`src/rtl/mic1_clk_ctrl.sv`:
```
// mic1_clk_ctrl: execution-clock controller for the MIC-1 datapath.
// Turns run/step/speed requests into a registered single-cycle clock enable,
// counts issued microcycles and parks in HALTED when the datapath halts.
module mic1_clk_ctrl #(
   parameter int DIV_W = 16,
   parameter int CNT_W = 16
) (
   input  logic             i_clk,
   input  logic             i_reset,
   input  logic             i_run_en,
   input  logic             i_step_req,
   input  logic [3:0]       i_speed_sel,
   input  logic             i_cpu_halt,
   output logic             o_cpu_ce,
   output logic             o_running,
   output logic             o_halted,
   output logic [CNT_W-1:0] o_cycle_count
);

   typedef enum logic [1:0] {
      ST_IDLE   = 2'd0,
      ST_STEP   = 2'd1,
      ST_RUN    = 2'd2,
      ST_HALTED = 2'd3
   } state_t;

   localparam logic [DIV_W-1:0] DIV_ONE = {{(DIV_W-1){1'b0}}, 1'b1};
   localparam logic [CNT_W-1:0] CNT_ONE = {{(CNT_W-1){1'b0}}, 1'b1};

   state_t           r_state;
   state_t           w_state_nxt;
   logic [DIV_W-1:0] r_div_cnt;
   logic [DIV_W-1:0] w_div_nxt;
   logic [DIV_W-1:0] w_term;
   logic             w_ce_nxt;
   logic             r_cpu_ce;
   logic             r_running;
   logic             r_halted;
   logic [CNT_W-1:0] r_cycle_count;

   // Terminal count follows speed_sel live, so a speed change acts immediately.
   always_comb begin
      w_term = (DIV_ONE << i_speed_sel) - DIV_ONE;
   end

   // Next-state, prescaler and clock-enable decision for the coming edge.
   always_comb begin
      w_state_nxt = r_state;
      w_div_nxt   = r_div_cnt;
      w_ce_nxt    = 1'b0;
      case (r_state)
         ST_IDLE: begin
            if (i_cpu_halt) begin
               w_state_nxt = ST_IDLE;
            end else if (i_run_en) begin
               w_state_nxt = ST_RUN;
               w_div_nxt   = '0;
            end else if (i_step_req) begin
               w_state_nxt = ST_STEP;
               w_ce_nxt    = 1'b1;
            end
         end
         ST_STEP: begin
            // The enable for this step was registered on entry; just return.
            w_state_nxt = ST_IDLE;
         end
         ST_RUN: begin
            if (i_cpu_halt) begin
               w_state_nxt = ST_HALTED;
            end else if (!i_run_en) begin
               w_state_nxt = ST_IDLE;
               w_div_nxt   = '0;
            end else if (r_div_cnt >= w_term) begin
               w_ce_nxt  = 1'b1;
               w_div_nxt = '0;
            end else begin
               w_div_nxt = r_div_cnt + DIV_ONE;
            end
         end
         ST_HALTED: begin
            if (!i_run_en) begin
               w_state_nxt = ST_IDLE;
            end
         end
         default: begin
            w_state_nxt = ST_IDLE;
            w_div_nxt   = '0;
         end
      endcase
   end

   // State, prescaler, registered outputs and microcycle counter.
   always_ff @(posedge i_clk) begin
      if (i_reset) begin
         r_state       <= ST_IDLE;
         r_div_cnt     <= '0;
         r_cpu_ce      <= 1'b0;
         r_running     <= 1'b0;
         r_halted      <= 1'b0;
         r_cycle_count <= '0;
      end else begin
         r_state   <= w_state_nxt;
         r_div_cnt <= w_div_nxt;
         r_cpu_ce  <= w_ce_nxt;
         r_running <= (w_state_nxt == ST_RUN);
         r_halted  <= (w_state_nxt == ST_HALTED);
         if (w_ce_nxt) begin
            r_cycle_count <= r_cycle_count + CNT_ONE;
         end
      end
   end

   assign o_cpu_ce      = r_cpu_ce;
   assign o_running     = r_running;
   assign o_halted      = r_halted;
   assign o_cycle_count = r_cycle_count;

endmodule

```
`config.mk`:
```
export PLATFORM = sky130hd
export DESIGN_NAME = mic1_clk_ctrl
export DESIGN_NICKNAME = d
export VERILOG_FILES = /design/src/rtl/mic1_clk_ctrl.sv
export SDC_FILE = /design/constraint.sdc
export NUM_CORES = 1
export LEC_CHECK = 0
export CAP_MARGIN = 25
export CORE_MARGIN = 2
export CORE_UTILIZATION = 40
export CTS_CLUSTER_SIZE = 24
export DETAILED_ROUTE_END_ITERATION = 7
export SYNTH_ARGS = -nofsm -noshare
export SYNTH_HDL_FRONTEND = slang
export SYNTH_SLANG_ARGS = --single-unit
```
`constraint.sdc`:
```
create_clock -name i_clk -period 4.59 [get_ports i_clk]
set_input_delay 0.459 -clock i_clk [delete_from_list [all_inputs] [get_ports i_clk]]
set_output_delay 0.459 -clock i_clk [all_outputs]
set_load 0.05 [all_outputs]
```
[Yosys cells after proc, flatten, opt, wreduce, memory -nomap -nowiden]
Cells that the tools add are included.
Word-level totals
  register bits after elaboration: 37
  memories kept: 0
  bits in latches: 0
  RAM bits: 0
  word-level logic and storage cells: 41
  ROM bits: 0
Cells by class
  muxes and demuxes: 19
  reduce and logical (&&, ||, !) cells: 3
  bitwise gates (word level): 0
  multiply operators: 0
  shift operators: 1
  div/mod/pow operators: 0
  $lt $le $gt $ge: 1
  equality and inequality tests: 8
  add/subtract/negate cells: 3
Operators by type and width (count)
  $mux W16: 5
  $add A16 B1 Y16 const B: 2
  $pmux W16 S2: 1
  $ge A16 B16 Y1: 1
  $shl A1 B4 Y16 const A: 1
  $sub A16 B1 Y16 const B: 1
  $mux W2: 5
  $eq A2 B2 Y1 const B: 4
  $pmux W2 S4: 1
  $mux W1: 6
  $ne A2 B2 Y1 const B: 3
  $reduce_and A4 Y1: 1
  $eq A2 B1 Y1 const B: 1
  $logic_not A2 Y1: 1
  $pmux W1 S2: 1
  $reduce_bool A2 Y1: 1

[Longest topological paths before layout]
Gate-level depths: netlist (run 1).
  depth in word-level cells: 7
  mapped depth: 15

[Worst setup path before layout (run 1)]
No wires, ideal clock.
  kind: input port to flip-flop
  start point: input port i_speed_sel[2]
  end point: register r_cycle_count[4], in the netlist o_cycle_count[4]
  library setup time: 0.123 ns
  setup slack: 1.125 ns
  arrival: 3.342 ns
  cell stages on the path: 14
  path through: nor3_1 nand2b_1 ha_1 clkbuf_1 nor4b_1 a21oi_1 o22a_1 ha_1 nand2_1 or3_1 o21a_1 a31oi_2 o2111ai_1 mux2_1
On the way
  word-level cells in the longest chain between the ends: 7
Ends and longest elaborated chain
  start, declared: line 12  | input logic [3:0] i_speed_sel,
  $shl A1 B4 Y16: line 43  | w_term = (DIV_ONE << i_speed_sel) - DIV_ONE;
  $sub A16 B1 Y16: line 43
  $ge A16 B16 Y1: line 73  | end else if (r_div_cnt >= w_term) begin
  $mux W1: line 73
  $mux W1: line 70  | end else if (!i_run_en) begin
  $mux W1: line 68  | if (i_cpu_halt) begin
  $pmux W1 S2: line 51  | case (r_state)
  end signal, assigned: line 108  | r_cycle_count <= r_cycle_count + CNT_ONE;
  end, declared: line 39  | logic [CNT_W-1:0] r_cycle_count;
Every way passes these cells.
A chain may end at the register's enable or synchronous reset.

[Worst setup path after layout (run 1)]
  start point: input port i_speed_sel[0]
  end point: register r_cycle_count[7], in the netlist o_cycle_count[7]
Same word-level chain as after synthesis.

==> results of run 1 <==
## per-stage QoR
stage	power, uW	std cells	utilization	cell area [sq um]	worst slack, ns
2_1_floorplan	408	293	-	2430	1.12
3_3_place_gp	438	388	0.473	2780	0.549
3_5_place_dp	439	388	0.473	2780	0.496
4_1_cts	687	396	0.489	2880	0.797
5_1_grt	713	396	0.489	2880	0.552
6_report	677	396	0.489	2880	0.807
## final cells by class
cell class | count | area [sq um] | share of cell area
timing repair buffer | 32 | 308 | 0.107
multi-input combinational | 238 | 1620 | 0.562
inverter | 6 | 22.5 | 0.00782
clock inverter | 2 | 13.8 | 0.00478
tap | 75 | 93.8 | 0.0326
sequential | 37 | 741 | 0.257
clock buffer | 6 | 82.6 | 0.0287
## cells by family (layout without fill, tap and decap cells)
kind of cell / count (synthesis) / in the layout / share of synthesized area
simple gates: 123 / 123 / 0.264
compound gates: 72 / 72 / 0.213
flops: 37 / 37 / 0.305
fa+ha+maj: 19 / 19 / 0.0979
buf+inv: 18 / 46 / 0.0283
xor+xnor: 14 / 14 / 0.0505
mux: 9 / 9 / 0.0402
other cells: 1 / 1 / 0.00154
## worst reg2reg max path: stages, from the launching register on
cell,delay [ns]
dfxtp_1,0.34
ha_1,0.31
nor2b_1,0.13
o211a_1,0.22
o31ai_1,0.52
a31oi_2,0.23
o2111ai_1,0.26
mux2_1,0.33
## where the power goes
group          switching [uW]  leakage (uW)  total (uW)  internal (uW)
Sequential               6.79      0.000299         333            326
Clock                     124     0.0000512         246            122
Combinational            60.0      0.000721        98.3           38.3
## synth_stat cells (5+ instances only)
library cell   n  share of area
xor2_1        11          0.040
nor2b_1        9          0.023
clkbuf_1      10          0.015
a21o_1         6          0.019
inv_1          5         0.0077
a21oi_1       23          0.047
nor2_1        34          0.053
nand3_1        9          0.019
dfxtp_1       37           0.30
nand2_1       22          0.034
o21ai_0        8          0.016
o31ai_1        5          0.015
nor3_1         7          0.014
nand4_1       14          0.036
ha_1          19          0.098
## sequential cells by signal (all words and copies together), names as in the netlist
name           count
r_state            2
o_cycle_count     16
r_div_cnt         16
o_halted           1
o_cpu_ce           1
o_running          1
## worst max path at each step
stage	slack, ns	start	end	cells after the start
after global routing	0.55	i_speed_sel[1]	o_cycle_count[4]	14
after global placement	0.55	i_speed_sel[0]	o_cycle_count[11]	13
after detailed placement	0.50	i_speed_sel[2]	o_cycle_count[7]	14
after floorplan	1.12	i_speed_sel[2]	o_cycle_count[4]	14
final	0.81	i_speed_sel[0]	o_cycle_count[7]	13
after CTS	0.80	i_speed_sel[2]	o_cycle_count[7]	14
## layer usage
layer | track usage | vias to the layer above
met3 | 0.0341 | 6
met2 | 0.297 | 33
met5 | 0 | -
met4 | 0.0467 | 0
li1 | - | 1150
met1 | 0.242 | 1019
==> impl_metrics.json, run 1 <==
{
  "ys.flop_type": "dfxtp_1",
  "met1_length_mm": 2.81,
  "antenna_found_initial": 0,
  "cts.repair.resized": 0,
  "dp_hpwl_mm": 4.19,
  "start_kind": "primary input",
  "rsz0062_at_grt": "false",
  "gp_congestion": 0.773,
  "worst-path-max-fanout": 11,
  "cts_buffers": 5,
  "initial_core_util": 0.413,
  "hold_violations": 0,
  "cts_buffer_depth": 2,
  "insertion_delay_ns": 0.29,
  "postRouteAntennaNets": 0,
  "cts-root-buf": "clkbuf_8",
  "setup_viol": 0,
  "wl_mm": 5.55,
  "layout_common_cells": "37 x dfxtp_1, 34 x nor2_1, 27 x clkdlybuf4s50_1",
  "synthCells": 293,
  "hold_buffers": 0,
  "hold_end": "o_cycle_count[12]",
  "cp_num_buf_inv": 1,
  "p_per_area_nw_per_um2": 235,
  "worstHoldStart": "o_cycle_count[12]",
  "synth-edff-count": 0,
  "wire_per_inst_microns": 14.0,
  "r2r.worst_path.cells": 7,
  "drt_iter0_markers": 96,
  "yosysUniqueCellTypes": 57,
  "slew_headroom": 0.589,
  "grt_max_degree": 20,
  "fin_nets": 348,
  "async_reset_ff_frac": 0,
  "postCtsSetupBuffers": 0,
  "whs_ns": 0.494,
  "dr_wl_met2_mm": 2.48,
  "path_class": "primary input to register",
  "die-area_sq_um": 6710,
  "status": "completed",
  "cp_slowest_cell": "clkdlybuf4s50_1",
  "syn_area_sq_um": 2430,
  "met3_length_microns": 199,
  "via_per_inst": 5.58,
  "path_clk_slew_ns": 0.08,
  "vias": 2208,
  "min_path_cells": 2,
  "ys_seq_area_frac": 0.305,
  "cellLeakagePower_uw": 0.00107,
  "die_w_microns": 81.9,
  "grt_pass1_vias": 2049,
  "numClockSinks": 37,
  "port_buffers": 27,
  "endpoint_kind": "register",
  "num_rows": 28,
  "cap_violations": 0,
  "synthToLayoutAreaGrowth_pct": 18.6,
  "cp.arrival_ns": 3.96,
  "cp_cell_sequence": "clkdlybuf4s50_1, nand2b_1, ha_1, nor4b_1, a21oi_1, o22a_1, ha_1, nand2_1, o21ai_0, a21o_1, or3_1, nand4_1, mux2_1",
  "grt.overflow.total": 0,
  "setup_tns_ns": 0,
  "drive_above_1_share": 0.0748,
  "yosys_warnings": 0,
  "timing.fmax_mhz": 264,
  "ir_worst_vdd_uv": 125,
  "slew_viol_final": 0,
  "h-tree-depth": 2,
  "r2r_slack_ns": 2.14,
  "antennaDiodeCount": 0,
  "core_sq_um": 5890,
  "tightest_slew_ns": 0.613,
  "worstPathRequired_ns": 4.76,
  "cts_tree": "done",
  "syn-num-nets": 321,
  "track_usage": 0.181,
  "highest_layer": "met4",
  "drtPass1Iterations": 4,
  "clock_skew_ns": 0.00767,
  "cpMostUsedCell": "ha_1",
  "max_stage_delay_ns": 0.60,
  "final_common_cell": "dfxtp_1",
  "rr_endpoint": "o_cycle_count[4]",
  "finalCritPeriodShare": 0.824,
  "min_path_type": "register to register",
  "die_h_microns": 81.9,
  "cp_top_family": "simple AND/OR/NAND/NOR gates",
  "yosys_register_bits": 37,
  "io_pins": 28,
  "drcViolationCount": 0,
  "r2r-start": "r_div_cnt[1]",
  "fill_cells": 607,
  "period_minus_slack_ns": 3.78,
  "grt_pass1_wl_mm": 9.45,
  "syn_area_per_cell_sq_um": 8.29
}
Note: power is estimated with default switching activity, not from simulation.
==> inputs of run 2 (changes only) <==
clock period = 3.24 ns   (was 4.59 ns; I/O delays follow)
==> impl_metrics.json, run 2 (synthesized netlist as in run 1, its figures left out) <==
{
  "status": "completed",
  "cts_buffer_depth": 2,
  "drt_iter0_markers": 119,
  "cp.arrival_ns": 3.37,
  "clock_skew_ns": 0.00570,
  "antenna_found_initial": 0,
  "path_clk_slew_ns": 0.08,
  "slew_viol_final": 0,
  "die-area_sq_um": 6710,
  "insertion_delay_ns": 0.29,
  "post-route-util": 0.534,
  "grt_pass1_vias": 2027,
  "min_path_type": "register to register",
  "die_w_microns": 81.9,
  "wl_mm": 5.93,
  "final_common_cell": "dfxtp_1",
  "cellLeakagePower_uw": 0.00119,
  "gp_congestion": 0.834,
  "period_minus_slack_ns": 3.14,
  "drcViolationCount": 0,
  "num_rows": 28,
  "fin_nets": 364,
  "synthToLayoutAreaGrowth_pct": 29.4,
  "highest_layer": "met4",
  "dr_wl_met2_mm": 2.61,
  "stdcell_count": 412,
  "post-place-cells": 400,
  "core_sq_um": 5890,
  "met3_length_microns": 229,
  "die_h_microns": 81.9,
  "grt_max_degree": 33,
  "cap_violations": 0,
  "antennaDiodeCount": 0,
  "numClockSinks": 37,
  "drive_above_1_share": 0.154,
  "endpoint_kind": "register",
  "setup_viol": 0,
  "port_buffers": 27,
  "place_ws_ns": -0.471,
  "cp_cell_sequence": "buf_6, nor3_4, nand2_1, ha_2, buf_6, nor4b_4, a21oi_1, o22a_1, ha_1, nand2_2, or3_4, o21ai_4, o31ai_4, buf_12, a2111o_1, a21oi_2",
  "cts_buffers": 5,
  "grt_pass1_wl_mm": 9.81,
  "hold_violations": 0,
  "wire_per_inst_microns": 14.4,
  "grt.overflow.total": 0,
  "via_per_inst": 5.62,
  "cts-root-buf": "clkbuf_8",
  "cts_tree": "done",
  "ir_worst_vdd_uv": 188,
  "layout_common_cells": "37 x dfxtp_1, 34 x nor2_1, 23 x clkdlybuf4s50_1",
  "r2r.worst_path.cells": 8,
  "setup_ws_ns": 0.0991,
  "track_usage": 0.190,
  "cpMostUsedCell": "buf_6",
  "min_path_cells": 2,
  "tightest_slew_ns": 0.512,
  "io_pins": 28,
  "h-tree-depth": 2,
  "timing.fmax_mhz": 318,
  "drtPass1Iterations": 4,
  "vias": 2314,
  "max_stage_delay_ns": 0.42,
  "start_kind": "primary input",
  "cp_slowest_cell": "or3_4",
  "met1_length_mm": 3.02,
  "postRouteAntennaNets": 0,
  "worst-path-max-fanout": 4,
  "slew_headroom": 0.655,
  "p_per_area_nw_per_um2": 334,
  "worstPathRequired_ns": 3.46,
  "finalCritPeriodShare": 0.969,
  "dp_hpwl_mm": 4.43,
  "path_class": "primary input to register",
  "initial_core_util": 0.413
}
run 2: cell count changes in the layout (fill, tap and decap cells not counted), moves of 2 or more:
cell and change:
buf_4 +13, buf_6 +4, clkdlybuf4s50_1 -4, nor3_4 +2, or3_1 -2, or3_4 +2
run 2: power breakdown:
group | switching [uW] | total (uW) | internal, uW
combinational | 92.5 | 159 | 66.5
clock | 165 | 417 | 251
sequential | 10.3 | 472 | 462
total | 268 | 1050 | 780
run 2: worst max-delay path: cells and delay by family:
kind                       cells  cell delay (ns)
AOI/OAI and AO/OA              6             1.12
and+or+nand+nor                5             1.02
adders and majority gates      2             0.50
buffers and inverters          3             0.39
run 2: per-stage QoR:
| step | TNS (ns) | total power, uW | hold slack, ns | cell area (sq um) |
|---|---|---|---|---|
| 2_1_floorplan | 0 | 579 | 0.481 | 2450 |
| 3_3_place_gp | -10.70 | 628 | 0.484 | 2890 |
| 3_5_place_dp | -11.61 | 629 | 0.488 | 2890 |
| 4_1_cts | 0 | 1050 | 0.498 | 3090 |
| 5_1_grt | -0.0346 | 1100 | 0.527 | 3140 |
| 6_report | 0 | 1050 | 0.493 | 3140 |
run 2: area by class of cell:
cell class,instances,area (sq um)
inverters,6,22.5
multi-input cells,238,1720
clock inverters,1,30.0
fillers,573,2740
clock buffers,7,86.3
flip-flops and latches,37,741
repair buffers,48,444
well taps,75,93.8
run 2: final timing paths:
check                                       from          endpoint  slack (ns)
worst max register to register     r_div_cnt[13]  o_cycle_count[3]        0.88
worst max-delay path              i_speed_sel[2]  o_cycle_count[3]         0.1
worst min register to register  o_cycle_count[9]  o_cycle_count[9]        0.49
worst min-delay path            o_cycle_count[9]  o_cycle_count[9]        0.49
run 2: what timing repair did:
action,CTS,global route
buffers inserted,3,1
hold buffers,0,0
endpoints found under the setup margin,29,28
gates resized for setup,17,18
pin swaps,11,15
run 2: routing by layer:
metal,up-vias,global-route usage
li1,1184,-
met1,1078,0.273
met2,48,0.289
met3,4,0.0308
met4,0,0.0600
met5,-,0
==> inputs of run 3 (changes only) <==
CTS_CLUSTER_DIAMETER = 200   (was unset)
==> results of run 3 <==
The final DEF is identical to that of run 2; final timing and power are the same.
